--- src/rtl/instr_fetch_pkg.sv ---
// Shared CPU definitions for the fetch unit and decoder: widths, instruction
// field positions and the fetch FSM state encoding.
package instr_fetch_pkg;

  localparam int ADDR_W      = 8;
  localparam int INSTR_W     = 16;
  localparam int OPCODE_MSB  = 15;
  localparam int OPCODE_LSB  = 8;
  localparam int OPERAND_MSB = 7;
  localparam int OPERAND_LSB = 0;

  typedef logic [ADDR_W-1:0]  addr_t;
  typedef logic [INSTR_W-1:0] instr_t;
  typedef logic [OPCODE_MSB-OPCODE_LSB:0] opcode_t;

  typedef enum logic [1:0] {
    ST_IDLE  = 2'd0,
    ST_FETCH = 2'd1,
    ST_HOLD  = 2'd2
  } fetch_state_e;

  // Decoder-side field split of a fetched instruction word.
  function automatic opcode_t instr_opcode(input instr_t instr);
    return instr[OPCODE_MSB:OPCODE_LSB];
  endfunction

  function automatic addr_t instr_operand(input instr_t instr);
    return instr[OPERAND_MSB:OPERAND_LSB];
  endfunction

endpackage

--- src/rtl/instr_fetch_if.sv ---
// Bundle of the instruction-memory port, decoder handshake and redirect
// controls seen by the fetch unit.
interface instr_fetch_if;
  import instr_fetch_pkg::*;

  logic   imem_req;
  addr_t  imem_addr;
  logic   imem_ack;
  instr_t imem_rdata;
  instr_t instr_out;
  logic   instr_valid;
  logic   instr_ready;
  logic   jump_en;
  addr_t  jump_target;
  logic   halt;

  modport master (
    output imem_req,
    output imem_addr,
    input  imem_ack,
    input  imem_rdata,
    output instr_out,
    output instr_valid,
    input  instr_ready,
    input  jump_en,
    input  jump_target,
    input  halt
  );

  modport slave (
    input  imem_req,
    input  imem_addr,
    output imem_ack,
    output imem_rdata,
    input  instr_out,
    input  instr_valid,
    output instr_ready,
    output jump_en,
    output jump_target,
    input  halt
  );

endinterface

--- src/rtl/instr_fetch.sv ---
// Instruction fetch unit: one outstanding memory read at a time, a one-entry
// holding register towards the decoder, and jump redirect with flush.
module instr_fetch
  import instr_fetch_pkg::*;
#(
  parameter addr_t RESET_PC = 8'h00
) (
  input  logic          clk,
  input  logic          reset,
  instr_fetch_if.master bus
);

  fetch_state_e state_q, state_d;
  addr_t        pc_q, pc_d;
  logic         flush_q, flush_d;
  logic         req_q, req_d;
  addr_t        addr_q, addr_d;
  instr_t       instr_q, instr_d;
  logic         valid_q, valid_d;
  addr_t        pc_redirect;

  always_ff @(posedge clk or posedge reset) begin
    if (reset) begin
      state_q <= ST_IDLE;
      pc_q    <= RESET_PC;
      flush_q <= 1'b0;
      req_q   <= 1'b0;
      addr_q  <= '0;
      instr_q <= '0;
      valid_q <= 1'b0;
    end else begin
      state_q <= state_d;
      pc_q    <= pc_d;
      flush_q <= flush_d;
      req_q   <= req_d;
      addr_q  <= addr_d;
      instr_q <= instr_d;
      valid_q <= valid_d;
    end
  end

  always_comb begin
    state_d     = state_q;
    pc_d        = pc_q;
    flush_d     = flush_q;
    req_d       = req_q;
    addr_d      = addr_q;
    instr_d     = instr_q;
    valid_d     = valid_q;
    pc_redirect = bus.jump_en ? bus.jump_target : pc_q;

    unique case (state_q)
      ST_IDLE: begin
        req_d   = 1'b0;
        valid_d = 1'b0;
        pc_d    = pc_redirect;
        if (!bus.halt) begin
          state_d = ST_FETCH;
          req_d   = 1'b1;
          addr_d  = pc_redirect;
        end
      end

      ST_FETCH: begin
        // Request and address stay frozen until the memory answers.
        if (bus.imem_ack) begin
          if (flush_q || bus.jump_en) begin
            flush_d = 1'b0;
            pc_d    = pc_redirect;
            addr_d  = pc_redirect;
            req_d   = 1'b1;
          end else begin
            instr_d = bus.imem_rdata;
            pc_d    = pc_q + 8'd1;
            req_d   = 1'b0;
            valid_d = 1'b1;
            state_d = ST_HOLD;
          end
        end else if (bus.jump_en) begin
          pc_d    = bus.jump_target;
          flush_d = 1'b1;
        end
      end

      ST_HOLD: begin
        // A jump drops the held word even if the decoder takes it this cycle.
        if (bus.jump_en || bus.instr_ready) begin
          valid_d = 1'b0;
          pc_d    = pc_redirect;
          if (!bus.halt) begin
            state_d = ST_FETCH;
            req_d   = 1'b1;
            addr_d  = pc_redirect;
          end else begin
            state_d = ST_IDLE;
          end
        end
      end

      default: begin
        state_d = ST_IDLE;
        req_d   = 1'b0;
        valid_d = 1'b0;
        flush_d = 1'b0;
      end
    endcase
  end

  assign bus.imem_req    = req_q;
  assign bus.imem_addr   = addr_q;
  assign bus.instr_out   = instr_q;
  assign bus.instr_valid = valid_q;

endmodule

--- src/flat_wrapper.sv ---
// flat-port wrapper written by rule: the top's interface ports become plain ports
module instr_fetch_flat import instr_fetch_pkg::*;
#(
  parameter addr_t RESET_PC = 8'h00
)
  (clk, reset, bus_imem_req, bus_imem_addr, bus_imem_ack, bus_imem_rdata, bus_instr_out, bus_instr_valid, bus_instr_ready, bus_jump_en, bus_jump_target, bus_halt);
  instr_fetch_if bus_i ();
  input  logic clk;
  input  logic reset;
  output wire logic [$bits(bus_i.imem_req)-1:0] bus_imem_req;
  output wire logic [$bits(bus_i.imem_addr)-1:0] bus_imem_addr;
  input wire logic [$bits(bus_i.imem_ack)-1:0] bus_imem_ack;
  input wire logic [$bits(bus_i.imem_rdata)-1:0] bus_imem_rdata;
  output wire logic [$bits(bus_i.instr_out)-1:0] bus_instr_out;
  output wire logic [$bits(bus_i.instr_valid)-1:0] bus_instr_valid;
  input wire logic [$bits(bus_i.instr_ready)-1:0] bus_instr_ready;
  input wire logic [$bits(bus_i.jump_en)-1:0] bus_jump_en;
  input wire logic [$bits(bus_i.jump_target)-1:0] bus_jump_target;
  input wire logic [$bits(bus_i.halt)-1:0] bus_halt;
  assign bus_imem_req = bus_i.imem_req;
  assign bus_imem_addr = bus_i.imem_addr;
  assign bus_i.imem_ack = bus_imem_ack;
  assign bus_i.imem_rdata = bus_imem_rdata;
  assign bus_instr_out = bus_i.instr_out;
  assign bus_instr_valid = bus_i.instr_valid;
  assign bus_i.instr_ready = bus_instr_ready;
  assign bus_i.jump_en = bus_jump_en;
  assign bus_i.jump_target = bus_jump_target;
  assign bus_i.halt = bus_halt;
  instr_fetch #(.RESET_PC(RESET_PC)) u_core (.clk(clk), .reset(reset), .bus(bus_i));
endmodule
--- config.mk ---
export PLATFORM = sky130hd
export DESIGN_NAME = instr_fetch_flat
export DESIGN_NICKNAME = d
export VERILOG_FILES = /design/src/rtl/instr_fetch_pkg.sv /design/src/rtl/instr_fetch_if.sv /design/src/rtl/instr_fetch.sv /design/src/flat_wrapper.sv
export SDC_FILE = /design/constraint.sdc
export NUM_CORES = 1
export LEC_CHECK = 0
export CAP_MARGIN = 20
export CORE_UTILIZATION = 33
export DETAILED_ROUTE_END_ITERATION = 10
export SLEW_MARGIN = 25
export SYNTH_ARGS = -nofsm -noshare
export SYNTH_HDL_FRONTEND = slang
export SYNTH_SLANG_ARGS = --single-unit
--- constraint.sdc ---
create_clock -name clk -period 1.9 [get_ports clk]
set_clock_uncertainty 0.2 [all_clocks]
set_input_delay 0.19 -clock clk [delete_from_list [all_inputs] [get_ports clk]]
set_output_delay 0.19 -clock clk [all_outputs]
set_load 0.1 [all_outputs]
==> results by group, run 1 <==
Outcome
  • Status: finished clean

Critical path
  • Required time at the endpoint of the critical path: 1.88 ns
  • Slowest stage cell on the critical path: sky130_fd_sc_hd__dfrtp_1
  • Critical Setup Path Class: flip-flop to flip-flop
  • Delay of the slowest cell on the worst path: 0.51 ns
  • Chain of cells forming the critical path: nor2b_1 -> nand2_2 -> buf_4 -> o21a_1 -> o22a_1
  • Startpoint of the lowest-slack register-to-register path: u_core.state_q[0]
  • Capture point of the worst reg-to-reg path: u_core.pc_q[0]
  • CP Launch Type: flip-flop
  • Register-to-register setup slack: 0.12 ns
  • Worst endpoint data arrival time: 1.76 ns
  • R2r worst-path depth: 5
  • Worst Path Max Fanout: 13
  • Type of destination of the critical path: flip-flop

Clocking
  • Number of levels the H-tree was split into: 2
  • Maximum clock insertion buffer count: 2
  • Clock Sink Count: 37
  • Clock tree from TritonCTS: built
  • Clock latency on the worst-skew pair: 0.29 ns
  • Resized Gates After CTS: 0
  • CTS clk-pin slew, worst paths: 0.08 ns
  • TritonCTS Buffers: 5
  • Root buffer cell: sky130_fd_sc_hd__clkbuf_8
  • Hold_buf cts: 0

Yosys
  • Average cell area after synthesis: 9.478 um2
  • Leading register cell type out of synthesis: sky130_fd_sc_hd__dfrtp_1
  • Most area-hungry cell type in the Yosys netlist: sky130_fd_sc_hd__dfrtp_1
  • Cell area after synthesis: 0.001829 mm2
  • Post-synth EDFFs: 0
  • Yosys warning total: 0
  • Leading cell type by number of instances after synthesis: sky130_fd_sc_hd__nand2_1
  • Number of distinct library cells after synthesis: 45
  • Most instantiated cells after synthesis: sky130_fd_sc_hd__nand2_1 (61), sky130_fd_sc_hd__dfrtp_1 (37), sky130_fd_sc_hd__nor2_1 (17), sky130_fd_sc_hd__a21oi_1 (7), sky130_fd_sc_hd__a22o_1 (6)
  • Gate count after technology mapping: 193
  • Leading post-synthesis cells by cell area: sky130_fd_sc_hd__dfrtp_1 (51%), sky130_fd_sc_hd__nand2_1 (13%), sky130_fd_sc_hd__nor2_1 (3.5%), sky130_fd_sc_hd__a22o_1 (2.9%), sky130_fd_sc_hd__mux2i_1 (2.7%)
  • Sequential share of the synthesized area: 0.5062
  • Net count of the mapped netlist: 224
  • Total of flip-flops plus latches after synthesis: 37
  • Area share of the largest cell type after synthesis: 0.5062
  • Fraction of synthesis flops using an asynchronous set or reset pin: 1.000

Finish
  • Non-Filler Cell Area, Final: 0.002733 mm2
  • Number of nets in the finished design: 295
  • Fill cell total of the finished layout: 481
  • Fraction of final layout cells sized beyond drive strength 1: 0.2415
  • Area added between synthesis and finish: 49.38%
  • Core occupancy in the finished layout: 0.5217
  • Area occupied by multi-input gates: 830.8 um2
  • Diode count: 0
  • Sequential cell area: 925.9 um2

Timing
  • RSZ-0062 raised after global routing: false
  • WHS: 0.1011 ns
  • Setup total negative slack: 0 ns
  • Final cycle utilization of the critical path: 0.9370
  • Final Hold Fails: 0
  • Transition time at the pin with the least slew margin: 0.4578 ns
  • Max-slew violation total from the final report: 0
  • Worst slew margin: 0.6948
  • Setup-failing EPs final: 0
  • Post-route minimum period: 1.780 ns
  • Timing-limited maximum frequency: 561.7 MHz

Placement
  • HPWL Detailed: 3.204 mm
  • Cell area reported after detailed placement: 0.002597 mm2
  • Number of buffers inserted by port buffering: 55
  • Global placement routability congestion: 0.8458

Route
  • Via total after detailed routing: 1581
  • Detailed-route wire length: 4.355 mm
  • First-iteration detailed-routing DRC count: 90
  • Count of TritonRoute iterations in the first routing pass: 4
  • Routed via count divided by cell count: 4.719
  • Antenna Violating Nets Remaining: 0
  • DR WL/cell: 13.00 um
  • DR DRC count: 0

GRT
  • Number of antenna violations at the first check in global routing: 0
  • Global-route wire length before repair: 7.652 mm
  • Via count of the first global-routing pass: 1597
  • Total global routing track utilization: 0.1662
  • Maximum number of pins on one net before global-route repair: 38
  • Aggregate global routing overflow: 0

Floorplanning
  • Y dimension of the die: 76.45 um
  • DIE WIDTH: 76.45 um
  • Number of core rows: 26
  • IO Pins: 56
  • Core region area: 0.005238 mm2
  • Floorplan die area: 0.005845 mm2
  • Initial standard-cell utilization of the core: 0.3493

Worst hold path
  • Classification of the worst-slack hold path: input port to async pin

Flow run
  • MaxCap Viol Count: 0
==> flip-flops by register name, indices dropped and copies added (netlist names) <==
name,count
u_core.state_q,2
u_core.bus.instr_out,16
u_core.bus.imem_req,1
u_core.pc_q,8
u_core.bus.instr_valid,1
u_core.bus.imem_addr,8
u_core.flush_q,1
==> routing by layer <==
metal | routed length [um] | GRT usage | vias to the layer above
met5 | 0 | 0 | -
met1 | 2025 | 0.2138 | 742
met3 | 185 | 0.04192 | 2
met2 | 2111 | 0.2676 | 39
li1 | - | - | 798
met4 | 34 | 0.06346 | 0
==> worst max-delay path by stage <==
stage | start | to | slack (ns) | depth (start not counted)
6_report | u_core.state_q[0] | u_core.pc_q[0] | 0.12 | 5
4_1_cts | u_core.state_q[1] | u_core.bus.imem_addr[0] | 0.11 | 4
5_1_grt | u_core.state_q[0] | u_core.pc_q[0] | 0.02 | 5
3_3_place_gp | bus_jump_en | u_core.pc_q[6] | -0.06 | 5
2_1_floorplan | u_core.flush_q | u_core.pc_q[6] | 0.27 | 5
3_5_place_dp | bus_jump_en | u_core.pc_q[6] | -0.12 | 5
==> what timing repair did <==
item,4_1_cts,5_1_grt
setup buffers,0,1
hold endpoints to repair,0,0
endpoints found under the setup margin,0,7
==> cell families (layout without fill, tap and decap cells) <==
| logic type | after synthesis | count (layout) | synth area share |
|---|---|---|---|
| xor gates and xnor gates | 1 | 1 | 0.004789 |
| and+or+nand+nor | 95 | 95 | 0.2319 |
| AOI/OAI and AO/OA | 41 | 41 | 0.1833 |
| buffers and inverters | 13 | 85 | 0.03967 |
| adders and majority gates | 1 | 1 | 0.006839 |
| muxes | 5 | 5 | 0.02736 |
| DFF | 37 | 37 | 0.5062 |
==> critical path, delay by kind of cell (launching register included) <==
family / cells / cell delay, ns
flops: 1 / 0.51
simple gates: 2 / 0.46
compound gates: 2 / 0.28
buf+inv: 1 / 0.21
==> layout make-up <==
type                       count  share of cell area
sequential                    37              0.3388
inverter                       4            0.005495
timing repair buffer          73              0.2775
clock inverter                 3             0.01694
tap                           70             0.03205
clock buffer                   5             0.02518
multi-input combinational    143              0.3040
==> metrics by stage <==
step | std cells | setup slack (ns)
3_3_place_gp | 326 | -0.06271
5_1_grt | 335 | 0.02089
2_1_floorplan | 193 | 0.2692
3_5_place_dp | 326 | -0.1163
6_report | 335 | 0.1198
4_1_cts | 334 | 0.1080
==> cells in the final DEF (no fill, tap or decap), types with 2 or more instances in the layout <==
master / instances
sky130_fd_sc_hd__a21o_1: 2
sky130_fd_sc_hd__a21oi_1: 7
sky130_fd_sc_hd__a22o_1: 6
sky130_fd_sc_hd__a31oi_1: 5
sky130_fd_sc_hd__buf_12: 11
sky130_fd_sc_hd__buf_4: 33
sky130_fd_sc_hd__clkbuf_8: 5
sky130_fd_sc_hd__clkdlybuf4s50_1: 29
sky130_fd_sc_hd__dfrtp_1: 37
sky130_fd_sc_hd__inv_1: 3
sky130_fd_sc_hd__mux2i_1: 5
sky130_fd_sc_hd__nand2_1: 61
sky130_fd_sc_hd__nand2b_1: 2
sky130_fd_sc_hd__nand3_1: 2
sky130_fd_sc_hd__nand3b_1: 2
sky130_fd_sc_hd__nor2_1: 17
sky130_fd_sc_hd__nor3b_2: 2
sky130_fd_sc_hd__o21a_1: 2
sky130_fd_sc_hd__o21ai_0: 3
sky130_fd_sc_hd__o21bai_1: 2
sky130_fd_sc_hd__o31ai_1: 2
Power of run 1 is not shown: default switching activity piles up to over one toggle a cycle in this logic, so the estimate is an artifact.
==> run 2, diff against run 1 <==
- CORE_UTILIZATION: 33 -> 25
==> results by group, run 2 (synthesis results as in run 1) <==
Clocking
  • Hold_buf cts: 0 (unchanged)
  • Clock latency on the worst-skew pair: 0.29 ns (about the same)
  • Resized Gates After CTS: 0 (unchanged)
  • Clock tree from TritonCTS: built
  • Root buffer cell: sky130_fd_sc_hd__clkbuf_8
  • Number of levels the H-tree was split into: 2 (unchanged)
  • CTS clk-pin slew, worst paths: 0.08 ns (about the same)
  • TritonCTS Buffers: 5 (unchanged)
  • Clock Sink Count: 37 (unchanged)
  • Maximum clock insertion buffer count: 2 (unchanged)

Floorplanning
  • Y dimension of the die: 87.54 um (+15%)
  • Core region area: 0.006944 mm2 (+33%)
  • Floorplan die area: 0.007663 mm2 (+31%)
  • DIE WIDTH: 87.54 um (+15%)
  • Number of core rows: 30 (+15%)
  • Initial standard-cell utilization of the core: 0.2634 (-0.08584)
  • IO Pins: 56 (unchanged)

Critical path
  • Worst endpoint data arrival time: 1.73 ns (-0.03 ns)
  • Combined buffer and inverter count along the critical path: 1 (unchanged)
  • Critical Setup Path Class: flip-flop to flip-flop
  • Worst Path Max Fanout: 9 (-4)
  • CP Launch Type: flip-flop
  • Cell family with most CP delay: flip-flops
  • Delay of the slowest cell on the worst path: 0.50 ns (about the same)
  • Chain of cells forming the critical path: nor2b_1 -> nand2_2 -> buf_4 -> o21ai_0 -> a22o_1
  • Type of destination of the critical path: flip-flop
  • Required time at the endpoint of the critical path: 1.92 ns (+0.04 ns)
  • Slowest stage cell on the critical path: sky130_fd_sc_hd__dfrtp_1

Route
  • Via total after detailed routing: 1597 (+1.0%)
  • DR WL/cell: 12.16 um (-6.5%)
  • First-iteration detailed-routing DRC count: 61 (-32%)
  • Detailed-route wire length: 4.365 mm (+0.23%)
  • Routed via count divided by cell count: 4.448 (-5.7%)
  • DR DRC count: 0 (unchanged)
  • Antenna Violating Nets Remaining: 0 (unchanged)
  • Count of TritonRoute iterations in the first routing pass: 4 (unchanged)

Timing
  • Worst slew margin: 0.6864 (-0.008368)
  • Post-route minimum period: 1.711 ns (-0.06967 ns)
  • WHS: 0.1069 ns (+0.005880 ns)
  • Setup total negative slack: 0 ns (unchanged)
  • Worst Slack Setup Final: 0.1895 ns (+0.06967 ns)
  • RSZ-0062 raised after global routing: false
  • Transition time at the pin with the least slew margin: 0.4704 ns (+0.01255 ns)
  • Final Hold Fails: 0 (unchanged)
  • Timing-limited maximum frequency: 584.6 MHz (+4.1%)
  • Max-slew violation total from the final report: 0 (unchanged)
  • Setup-failing EPs final: 0 (unchanged)
  • Final cycle utilization of the critical path: 0.9003 (-0.03667)

GRT
  • Number of antenna violations at the first check in global routing: 0 (unchanged)
  • Total global routing track utilization: 0.1267 (-0.03942)
  • Global-route wire length before repair: 7.410 mm (-3.2%)
  • Via count of the first global-routing pass: 1568 (-1.8%)
  • Maximum number of pins on one net before global-route repair: 38 (unchanged)
  • Aggregate global routing overflow: 0 (unchanged)

Outcome
  • Status: finished clean

Placement
  • HPWL Detailed: 3.152 mm (-1.6%)
  • Global placement routability congestion: 0.7820 (-7.5%)
  • Worst slack, placed: -0.1235 ns (-0.007196 ns)
  • Number of buffers inserted by port buffering: 55 (unchanged)
  • Number of instances in the placed design: 350 (+7.4%)

Finish
  • Number of flip-flops in the largest register: 16 (unchanged)
  • Commonest cells after routing, fill and taps aside: sky130_fd_sc_hd__nand2_1 (61), sky130_fd_sc_hd__dfrtp_1 (37), sky130_fd_sc_hd__buf_4 (33)
  • Diode count: 0 (unchanged)
  • Number of nets in the finished design: 293 (-0.68%)
  • Most common cell after layout, fill and taps aside: sky130_fd_sc_hd__nand2_1
  • Final cell count without fillers: 359 (+7.2%)
  • Fraction of final layout cells sized beyond drive strength 1: 0.2357 (-0.005768)
  • Area added between synthesis and finish: 49.25% (about the same)

Worst hold path
  • Classification of the worst-slack hold path: input port to async pin

Flow run
  • MaxCap Viol Count: 0 (unchanged)
==> run 2: worst paths after layout <==
path | cells after the start | startpoint | endpoint | slack, ns
min reg2reg | 2 | u_core.bus.instr_out[5] | u_core.bus.instr_out[5] | 0.28
max reg2reg | 5 | u_core.state_q[1] | u_core.pc_q[2] | 0.19
max | 5 | u_core.state_q[1] | u_core.pc_q[2] | 0.19
max in group asynchronous | 3 | reset | u_core.bus.instr_out[7] | 1.06
min in group clk | 3 | bus_imem_rdata[2] | u_core.bus.instr_out[2] | 0.22
min | 3 | reset | u_core.bus.imem_addr[4] | 0.11
==> run 2: layout make-up <==
type / instances / area (um2)
repair buffers: 71 / 718.2
clock inverters: 2 / 37.54
inverters: 4 / 15.01
fillers: 707 / 4214
clock buffers: 6 / 82.58
flip-flops and latches: 37 / 925.9
multi-input cells: 143 / 830.8
well taps: 96 / 120.1
==> run 2: what timing repair did <==
| action | 4_1_cts | 5_1_grt |
|---|---|---|
| endpoints found under the setup margin | 0 | 5 |
| setup buffers | 0 | 1 |
| endpoints found under the hold margin | 0 | 0 |
==> run 2: metal layers <==
metal	share of wire	global-route usage	wire [um]	vias up
met5	0	0	0	-
met4	0.017	0.05216	74	0
met3	0.047	0.03676	205	9
met2	0.48	0.2145	2108	38
met1	0.45	0.1512	1975	753
li1	-	-	-	797
==> run 2: worst register-to-register path, stage by stage, from the launching register on <==
cell and delay, ns:
sky130_fd_sc_hd__dfrtp_1 0.50, sky130_fd_sc_hd__nor2b_1 0.28, sky130_fd_sc_hd__nand2_2 0.16, sky130_fd_sc_hd__buf_4 0.19, sky130_fd_sc_hd__o21ai_0 0.16, sky130_fd_sc_hd__a22o_1 0.16
==> run 2: through the flow <==
stage | utilization | cell area (um2)
3_3_place_gp | 0.3730 | 2590
2_1_floorplan | - | 1829
5_1_grt | 0.3932 | 2730
4_1_cts | 0.3903 | 2710
3_5_place_dp | 0.3730 | 2590
6_report | 0.3932 | 2730
Power of run 2 is left out for the same reason.
==> run 3, diff against run 2 <==
- CELL_PAD_IN_SITES_DETAIL_PLACEMENT: unset -> 1
- CELL_PAD_IN_SITES_GLOBAL_PLACEMENT: unset -> 1
- PLACE_DENSITY: unset -> 0.63
==> results by group, run 3 (synthesis results as in run 1) <==
Outcome
  • Status: finished clean

Placement
  • Number of instances in the placed design: 354 (+1.1%)
  • Number of buffers inserted by port buffering: 55 (unchanged)
  • HPWL Detailed: 3.775 mm (+20%)
  • Global placement routability congestion: 0.7401 (-5.4%)
  • Worst slack, placed: -0.1964 ns (-0.07294 ns)

Finish
  • Commonest cells after routing, fill and taps aside: sky130_fd_sc_hd__nand2_1 (61), sky130_fd_sc_hd__dfrtp_1 (36), sky130_fd_sc_hd__buf_4 (34)
  • Area added between synthesis and finish: 51.98%
  • Final cell count without fillers: 363 (+1.1%)
  • Number of nets in the finished design: 297 (+1.4%)
  • Diode count: 0 (unchanged)
  • Most common cell after layout, fill and taps aside: sky130_fd_sc_hd__nand2_1
  • Number of flip-flops in the largest register: 16 (unchanged)
  • Fraction of final layout cells sized beyond drive strength 1: 0.2509 (+0.01519)

Floorplanning
  • IO Pins: 56 (unchanged)
  • Initial standard-cell utilization of the core: 0.2634 (unchanged)
  • DIE WIDTH: 87.54 um (unchanged)
  • Number of core rows: 30 (unchanged)
  • Y dimension of the die: 87.54 um (unchanged)
  • Floorplan die area: 0.007663 mm2 (unchanged)
  • Core region area: 0.006944 mm2 (unchanged)

Timing
  • Final Hold Fails: 0 (unchanged)
  • Setup total negative slack: 0 ns (unchanged)
  • Max-slew violation total from the final report: 0 (unchanged)
  • Worst slew margin: 0.7867 (+0.1003)
  • Post-route minimum period: 1.706 ns (-0.005037 ns)
  • RSZ-0062 raised after global routing: false
  • Worst Slack Setup Final: 0.1945 ns (+0.005037 ns)
  • Timing-limited maximum frequency: 586.3 MHz (+0.30%)
  • Final cycle utilization of the critical path: 0.8976 (-0.002651)
  • Setup-failing EPs final: 0 (unchanged)
  • Transition time at the pin with the least slew margin: 0.3190 ns (-0.1514 ns)

Clocking
  • Number of levels the H-tree was split into: 2 (unchanged)
  • CTS clk-pin slew, worst paths: 0.08 ns (about the same)
  • TritonCTS Buffers: 5 (unchanged)
  • Clock Sink Count: 37 (unchanged)
  • Clock tree from TritonCTS: built
  • Maximum clock insertion buffer count: 2 (unchanged)
  • Clock latency on the worst-skew pair: 0.29 ns (about the same)
  • Root buffer cell: sky130_fd_sc_hd__clkbuf_8

Route
  • First-iteration detailed-routing DRC count: 59 (-3.3%)
  • DR DRC count: 0 (unchanged)
  • Via total after detailed routing: 1646 (+3.1%)
  • Routed via count divided by cell count: 4.534 (+1.9%)
  • Antenna Violating Nets Remaining: 0 (unchanged)
  • Count of TritonRoute iterations in the first routing pass: 4 (unchanged)
  • Detailed-route wire length: 5.106 mm (+17%)
  • DR WL/cell: 14.07 um (+16%)

Critical path
  • CP Launch Type: flip-flop
  • Required time at the endpoint of the critical path: 1.88 ns (-0.04 ns)
  • Critical Setup Path Class: flip-flop to flip-flop
  • Type of destination of the critical path: flip-flop
  • Worst Path Max Fanout: 10 (+1)
  • Worst endpoint data arrival time: 1.69 ns (-0.04 ns)

GRT
  • Global-route wire length before repair: 8.459 mm (+14%)
  • Maximum number of pins on one net before global-route repair: 38 (unchanged)
  • Number of antenna violations at the first check in global routing: 0 (unchanged)
  • Via count of the first global-routing pass: 1679 (+7.1%)
  • Aggregate global routing overflow: 0 (unchanged)
  • Total global routing track utilization: 0.1453 (+0.01856)

Flow run
  • MaxCap Viol Count: 0 (unchanged)

Worst hold path
  • Classification of the worst-slack hold path: input port to async pin
-- run 3: cell count changes in the layout (fill, tap and decap cells not counted), sizes merged --
cell / before / now
buf: 42 / 46
clkinvlp: 1 / 0
bufinv: 1 / 0
clkbuf: 6 / 7
clkinv: 0 / 1
-- run 3: what timing repair did --
action                     4_1_cts  5_1_grt
setup endpoints to repair        0        9
setup buffers                    0        1
gates resized for setup          0        1
hold buffers                     0        0
-- run 3: final timing paths --
check	start	endpoint	slack (ns)	cells past startpoint
worst max register to register	u_core.state_q[1]	u_core.pc_q[6]	0.19	4
worst min-delay path	reset	u_core.bus.imem_addr[4]	0.05	3
min in group clk	bus_imem_rdata[12]	u_core.bus.instr_out[12]	0.21	3
worst max-delay path	u_core.state_q[1]	u_core.pc_q[6]	0.19	4
max in group asynchronous	reset	u_core.state_q[0]	1.23	3
worst min register to register	u_core.bus.instr_out[13]	u_core.bus.instr_out[13]	0.28	2
-- run 3: area by class of cell --
class                      count  area (um2)
clock buffer                   7       96.34
clock inverter                 1       5.005
fill                         796        4164
inverter                       4       15.01
multi-input combinational    143       830.8
sequential                    37       927.1
tap                           96       120.1
timing repair buffer          75       785.8
-- run 3: per-stage QoR --
| stage | instance area, um2 | utilization | hold WS [ns] |
|---|---|---|---|
| 2_1_floorplan | 1829 | - | 0.09544 |
| 3_3_place_gp | 2658 | 0.3827 | 0.2611 |
| 3_5_place_dp | 2658 | 0.3827 | 0.2641 |
| 4_1_cts | 2759 | 0.3973 | 0.06558 |
| 5_1_grt | 2780 | 0.4004 | 0.07954 |
| 6_report | 2780 | 0.4004 | 0.05015 |
-- run 3: per-layer routing --
layer | wire length (um) | track usage
met5 | 0 | 0
met4 | 72 | 0.04173
met3 | 252 | 0.04901
met2 | 2396 | 0.2337
met1 | 2385 | 0.1861
-- run 3: worst max-delay path, cell delays in order (launching register included) --
cell and delay [ns]:
sky130_fd_sc_hd__dfrtp_1 0.48, sky130_fd_sc_hd__nor2b_1 0.26, sky130_fd_sc_hd__nand2_2 0.17, sky130_fd_sc_hd__o32ai_2 0.31, sky130_fd_sc_hd__o2bb2a_4 0.18
Power of run 3 is left out for the same reason.
